File: src/rtl/if_stage.sv
// Instruction-fetch stage: PC register, next-PC select, IF/ID register; 1-cycle fetch latency,
// stalls via pcwrite_hz/ifidwrite_hz, EX redirect flushes one slot. Perf counters under IF_PERF_CNT_EN.
module if_stage #(
    parameter logic [31:0] RESET_PC  = 32'h0000_0000,
    parameter logic [31:0] NOP_INSTR = 32'h0000_0013
) (
    input  logic        clk,
    input  logic        rst_n,
    input  logic        pcwrite_hz,
    input  logic        ifidwrite_hz,
    input  logic        branch_taken_ex,
    input  logic [31:0] branch_target_ex,
    output logic [31:0] imem_addr,
    input  logic [31:0] imem_rdata,
    output logic [31:0] pc_id,
    output logic [31:0] pc_plus4_id,
    output logic [31:0] instr_id,
    output logic        valid_id,
    output logic [31:0] stall_cnt,
    output logic [31:0] flush_cnt
);

    logic [31:0] r_pc_if;
    logic [31:0] r_pc_id;
    logic [31:0] r_pc_plus4_id;
    logic [31:0] r_instr_id;
    logic        r_valid_id;
    logic [31:0] w_pc_plus4;
    logic [31:0] w_redirect_pc;

    assign w_pc_plus4    = r_pc_if + 32'd4;
    assign w_redirect_pc = {branch_target_ex[31:2], 2'b00};

    // Redirect wins over a stall so a squashed fetch can never be replayed.
    always_ff @(posedge clk or negedge rst_n) begin
        if (!rst_n) begin
            r_pc_if <= RESET_PC;
        end else if (branch_taken_ex) begin
            r_pc_if <= w_redirect_pc;
        end else if (pcwrite_hz) begin
            r_pc_if <= w_pc_plus4;
        end
    end

    always_ff @(posedge clk or negedge rst_n) begin
        if (!rst_n) begin
            r_pc_id       <= 32'h0;
            r_pc_plus4_id <= 32'h0;
            r_instr_id    <= NOP_INSTR;
            r_valid_id    <= 1'b0;
        end else if (branch_taken_ex) begin
            r_instr_id <= NOP_INSTR;
            r_valid_id <= 1'b0;
        end else if (ifidwrite_hz) begin
            r_pc_id       <= r_pc_if;
            r_pc_plus4_id <= w_pc_plus4;
            r_instr_id    <= imem_rdata;
            r_valid_id    <= 1'b1;
        end
    end

`ifdef IF_PERF_CNT_EN
    logic [31:0] r_stall_cnt;
    logic [31:0] r_flush_cnt;

    always_ff @(posedge clk or negedge rst_n) begin
        if (!rst_n) begin
            r_stall_cnt <= 32'h0;
            r_flush_cnt <= 32'h0;
        end else begin
            if (!pcwrite_hz && !branch_taken_ex && (r_stall_cnt != 32'hFFFF_FFFF)) begin
                r_stall_cnt <= r_stall_cnt + 32'd1;
            end
            if (branch_taken_ex && (r_flush_cnt != 32'hFFFF_FFFF)) begin
                r_flush_cnt <= r_flush_cnt + 32'd1;
            end
        end
    end

    assign stall_cnt = r_stall_cnt;
    assign flush_cnt = r_flush_cnt;
`else
    assign stall_cnt = 32'h0;
    assign flush_cnt = 32'h0;
`endif

    assign imem_addr   = r_pc_if;
    assign pc_id       = r_pc_id;
    assign pc_plus4_id = r_pc_plus4_id;
    assign instr_id    = r_instr_id;
    assign valid_id    = r_valid_id;

endmodule
File: config.mk
export PLATFORM = sky130hd
export DESIGN_NAME = if_stage
export DESIGN_NICKNAME = d
export VERILOG_FILES = /design/src/rtl/if_stage.sv
export SDC_FILE = /design/constraint.sdc
export NUM_CORES = 1
export LEC_CHECK = 0
export ABC_AREA = 1
export CAP_MARGIN = 20
export CORE_ASPECT_RATIO = 2
export CORE_MARGIN = 10
export CORE_UTILIZATION = 40
export CTS_CLUSTER_SIZE = 20
export DETAILED_ROUTE_END_ITERATION = 12
export DONT_BUFFER_PORTS = 1
export PLACE_DENSITY = 0.63
export SLEW_MARGIN = 10
export SYNTH_ARGS = -nofsm -noshare
export SYNTH_HDL_FRONTEND = slang
export SYNTH_SLANG_ARGS = --single-unit
File: constraint.sdc
create_clock -name clk -period 3.05 [get_ports clk]
set_clock_uncertainty 0.05 [all_clocks]
set_input_delay 0.7625 -clock clk [delete_from_list [all_inputs] [get_ports clk]]
set_output_delay 0.7625 -clock clk [all_outputs]
set_load 0.005 [all_outputs]
Yosys cells after proc, flatten, opt, wreduce, memory -nomap -nowiden --
Index checks and enable logic that the tools add are counted.
Word-level totals: bits in registers 129, bits of input ports 69, word-level logic and storage cells 16
Operators by class: $add $sub $neg 1, muxes and demuxes 6, bitwise logic cells 1, reduce and logical (&&, ||, !) cells 3
Operators with widths (count):
- $mux 32 | 4
- $add 32x3->32 const B | 1
- $reduce_bool 2->1 | 2
- $mux 1 | 2
- $reduce_and 2->1 | 1
- $not 1->1 | 1

Depth between registers and ports, before layout --
depth after elaboration 3, depth in mapped cells 10

Worst setup path before layout --
Ideal clock, no wire load.
path type input to register, start point input port branch_taken_ex, end point register r_pc_id[21], in the netlist pc_id[21], data arrival time 1592 ps, required time 2870 ps, setup slack 1278 ps, cell stages on the path 7, path buffers 3, path through buf_2 nor2_4 inv_1 buf_2 clkbuf_1 nand2_1 o21ai_0
On the way: word-level cells in the longest chain between the ends 2
Ends and longest elaborated chain:
- start: declaration | line 11 | input logic branch_taken_ex,
- $not 1->1 (no source line)
- $reduce_and 2->1 (no source line)
- end signal: assignment | line 55 | r_pc_id <= r_pc_if;
- end: declaration | line 24 | logic [31:0] r_pc_id;
Every way passes these cells. A chain may end at the register's enable or synchronous reset.

Worst setup path after layout --
start point register r_pc_if[3], in the netlist imem_addr[3], end point register r_pc_if[16], in the netlist imem_addr[16]
On the way: word-level cells in the longest chain between the ends 3
Ends and longest elaborated chain:
- start: declaration | line 23 | logic [31:0] r_pc_if;
- start signal: assignment | line 39 | r_pc_if <= w_redirect_pc;
- start signal: assignment | line 41 | r_pc_if <= w_pc_plus4;
- $add 32x3->32 | line 31 | assign w_pc_plus4 = r_pc_if + 32'd4;
- $mux 32 | line 40 | end else if (pcwrite_hz) begin
- $mux 32 | line 38 | end else if (branch_taken_ex) begin
Every way passes these cells. The select of a mux whose other input is x is not followed.

==> flow_summary.ini <==
[run_status]
status = finished, final reports clean

[detailed_routing]
remaining_drc_errors = 0
detail_route.wl_per_cell_um = 21.6
route.met3.wl_mm = 1.73
num_vias = 4423
first_iter_violations = 178
routed_via_density = 5.01
wl_met2_mm = 10.6
routedLengthMet1_mm = 6.25
antenna_violating_nets_post_route = 0
routed_wirelength_mm = 19.1
drt-pass1-iter-count = 4
dr.max_layer_used = met4

[power]
leakage_nw = 3.26
power.density_mw_per_mm2 = 712
vdd_ir_drop_max_v = 0.000389

[flow_run]
cap_violations = 0

[placement]
io_buffer_count = 0
detailedPlace.worstSlack_ps = 1140
gp_congestion = 0.884
area_after_dpl_mm2 = 0.00589
post-place-cells = 849
hpwlAfterDp_mm = 14.2

[final_layout]
fillers = 1459
post_route_cell_area_mm2 = 0.00660
most-common-layout-cells = sky130_fd_sc_hd__nand2_1 (231), sky130_fd_sc_hd__dfrtp_1 (120), sky130_fd_sc_hd__conb_1 (70)
layout.cells.most_common = sky130_fd_sc_hd__nand2_1
diodes = 0
drive_gt1_frac = 0.0988
layout.nets = 745
final_cells = 883
area_growth_syn_to_layout_pct = 10.4
multiInputGateArea_mm2 = 0.00239
sequential_cell_area_mm2 = 0.00308

[setup_path]
r2r.worst_path.cells = 8
worst-r2r-setup-slack_ps = 1180
worst_path_dominant_cell_family = simple AND/OR/NAND/NOR gates
worst_path_largest_cell_delay_ps = 450
cp.arrival_ps = 2170
cpMaxStageDelayCell = sky130_fd_sc_hd__dfrtp_1
path_common_cell = sky130_fd_sc_hd__nand2_1
worstSetupEndpointType = register
timing.critical_path.fanout_max = 5
timing.critical_path.buf_inv = 0
crit_path_required_time_ps = 3350
cp_cell_sequence = ha_1 -> nand2_2 -> nor2_4 -> nand2_1 -> nor2_2 -> xor2_1 -> nand2_1 -> nand2_1
category_of_the_most_critical_setup_path = register to register
r2r_end = imem_addr[16]
setup.worst_path.start_class = register
critical_register_to_register_path_startpoint = imem_addr[3]

[synth]
synth_area_per_cell_um2 = 8.85
synth-seq-cells = 123
syn_area_mm2 = 0.00598
synthesis.instances = 675
yosysSeqAreaShare = 0.516
netlist-cell-type-count = 28
yosys_warn_count = 0

[grt]
antenna_found_initial = 0
pin_count_of_the_biggest_net_entering_global_routing = 124
grt-ovfl-total = 0
grt_pass1_vias = 4703
globalRouteTotalUtil = 0.182
grt_pass1_wl_mm = 28.4

[timing]
final-setup-viol-count = 0
finalCritPeriodShare = 0.612
postLayoutSetupSlackWorst_ps = 1180
final-max-slew-violation-count = 0
rsz0062_at_grt = no
finalWorstPathRequiredPeriod_ps = 1870
timing_worst_slew_pin_value_ps = 685
max_freq_mhz = 535
final_hold_viol_count = 0
fin_tns_setup_ps = 0
max-slew-margin-rel = 0.544

[floorplanning]
placeableCoreArea_mm2 = 0.0147
chip_width_um = 106
site_rows = 63
design.portCount = 262
die_area_mm2 = 0.0205
fp.dieH_um = 193
initial_standard_cell_utilization_of_the_core = 0.405

[cts]
cts_tree = done
cts_htree_levels = 4
clk_latency_ps = 420
post_cts_buffers = 0
clkTransAtPathRegs_ps = 60
cts_inserted_buffers = 17
cts_root_buf = sky130_fd_sc_hd__clkbuf_16
clock-sinks = 123
cts_buffer_depth = 2
post_cts.resized_instances = 0

[worst_hold_path]
min_path_type = input pin to async pin
-- per-stage QoR --
stage	utilization	total power [W]	hold WS, ps
final	0.448	0.00469	137
after global routing	0.448	0.00491	109
after CTS	0.444	0.00472	-27.7
after detailed placement	0.400	0.00247	420
after global placement	0.400	0.00246	421
after floorplan	-	0.00237	415
-- Yosys cell counts (all sizes together) --
cell,n,area share
a22o,29,0.043
a22oi,26,0.033
and2,2,0.0021
buf,86,0.10
clkbuf,11,0.0069
conb,1,0.00063
dfrtp,120,0.50
dfstp,3,0.013
ha,1,0.0021
inv,33,0.021
nand2,237,0.15
nand3,25,0.021
nor2,44,0.039
o211ai,1,0.0013
o21ai,35,0.029
o221ai,3,0.0044
o22a,3,0.0044
xnor2,2,0.0029
xor2,13,0.022
-- worst max path at each step --
stage | depth (start not counted) | slack (ps) | startpoint | to
finish | 8 | 1180 | imem_addr[3] | imem_addr[16]
global route | 10 | 1030 | imem_addr[3] | pc_plus4_id[24]
CTS | 8 | 1120 | imem_addr[3] | pc_plus4_id[16]
detailed placement | 8 | 1140 | imem_addr[3] | pc_plus4_id[16]
global placement | 8 | 1160 | imem_addr[3] | pc_plus4_id[16]
floorplan | 7 | 1280 | branch_taken_ex | pc_id[21]
-- area by class of cell --
class | instances | share of cell area
sequential | 123 | 0.467
multi-input combinational | 491 | 0.362
clock buffer | 17 | 0.0645
tap | 195 | 0.0370
clock inverter | 15 | 0.0338
inverter | 33 | 0.0188
timing repair buffer | 9 | 0.0163
-- worst reg2reg max path: cells and delay by family, from the launching register on --
kind	cells	cell delay (ps)
adder cells (fa/ha/maj)	1	230
XOR/XNOR	1	230
flip-flops	1	450
AND/OR/NAND/NOR	6	850
-- layer usage --
| metal | vias to the layer above | track usage |
|---|---|---|
| met2 | 199 | 0.339 |
| met1 | 2145 | 0.173 |
| met5 | - | 0 |
| li1 | 2058 | - |
| met4 | 0 | 0.0785 |
| met3 | 21 | 0.0676 |
-- flip-flops by register name, indices dropped and copies added, names as in the netlist --
register,flops
pc_plus4_id,30
imem_addr,30
instr_id,32
valid_id,1
pc_id,30
-- power by group --
group          switching [W]  internal (W)  leakage, nW  total, W
sequential          0.000248       0.00182         1.55   0.00207
combinational       0.000263      0.000142         1.40  0.000406
clock               0.000768       0.00145        0.309   0.00222
-- kinds of logic (layout without fill, tap and decap cells) --
group | after synthesis | after routing | synth area share
AO/OA/AOI/OAI | 97 | 97 | 0.115
XOR/XNOR | 15 | 15 | 0.0245
adder cells (fa/ha/maj) | 1 | 1 | 0.00209
buffers and inverters | 130 | 74 | 0.128
flip-flops | 123 | 123 | 0.516
other | 1 | 70 | 0.000628
AND/OR/NAND/NOR | 308 | 308 | 0.215
(Power assumes the default switching activity.)
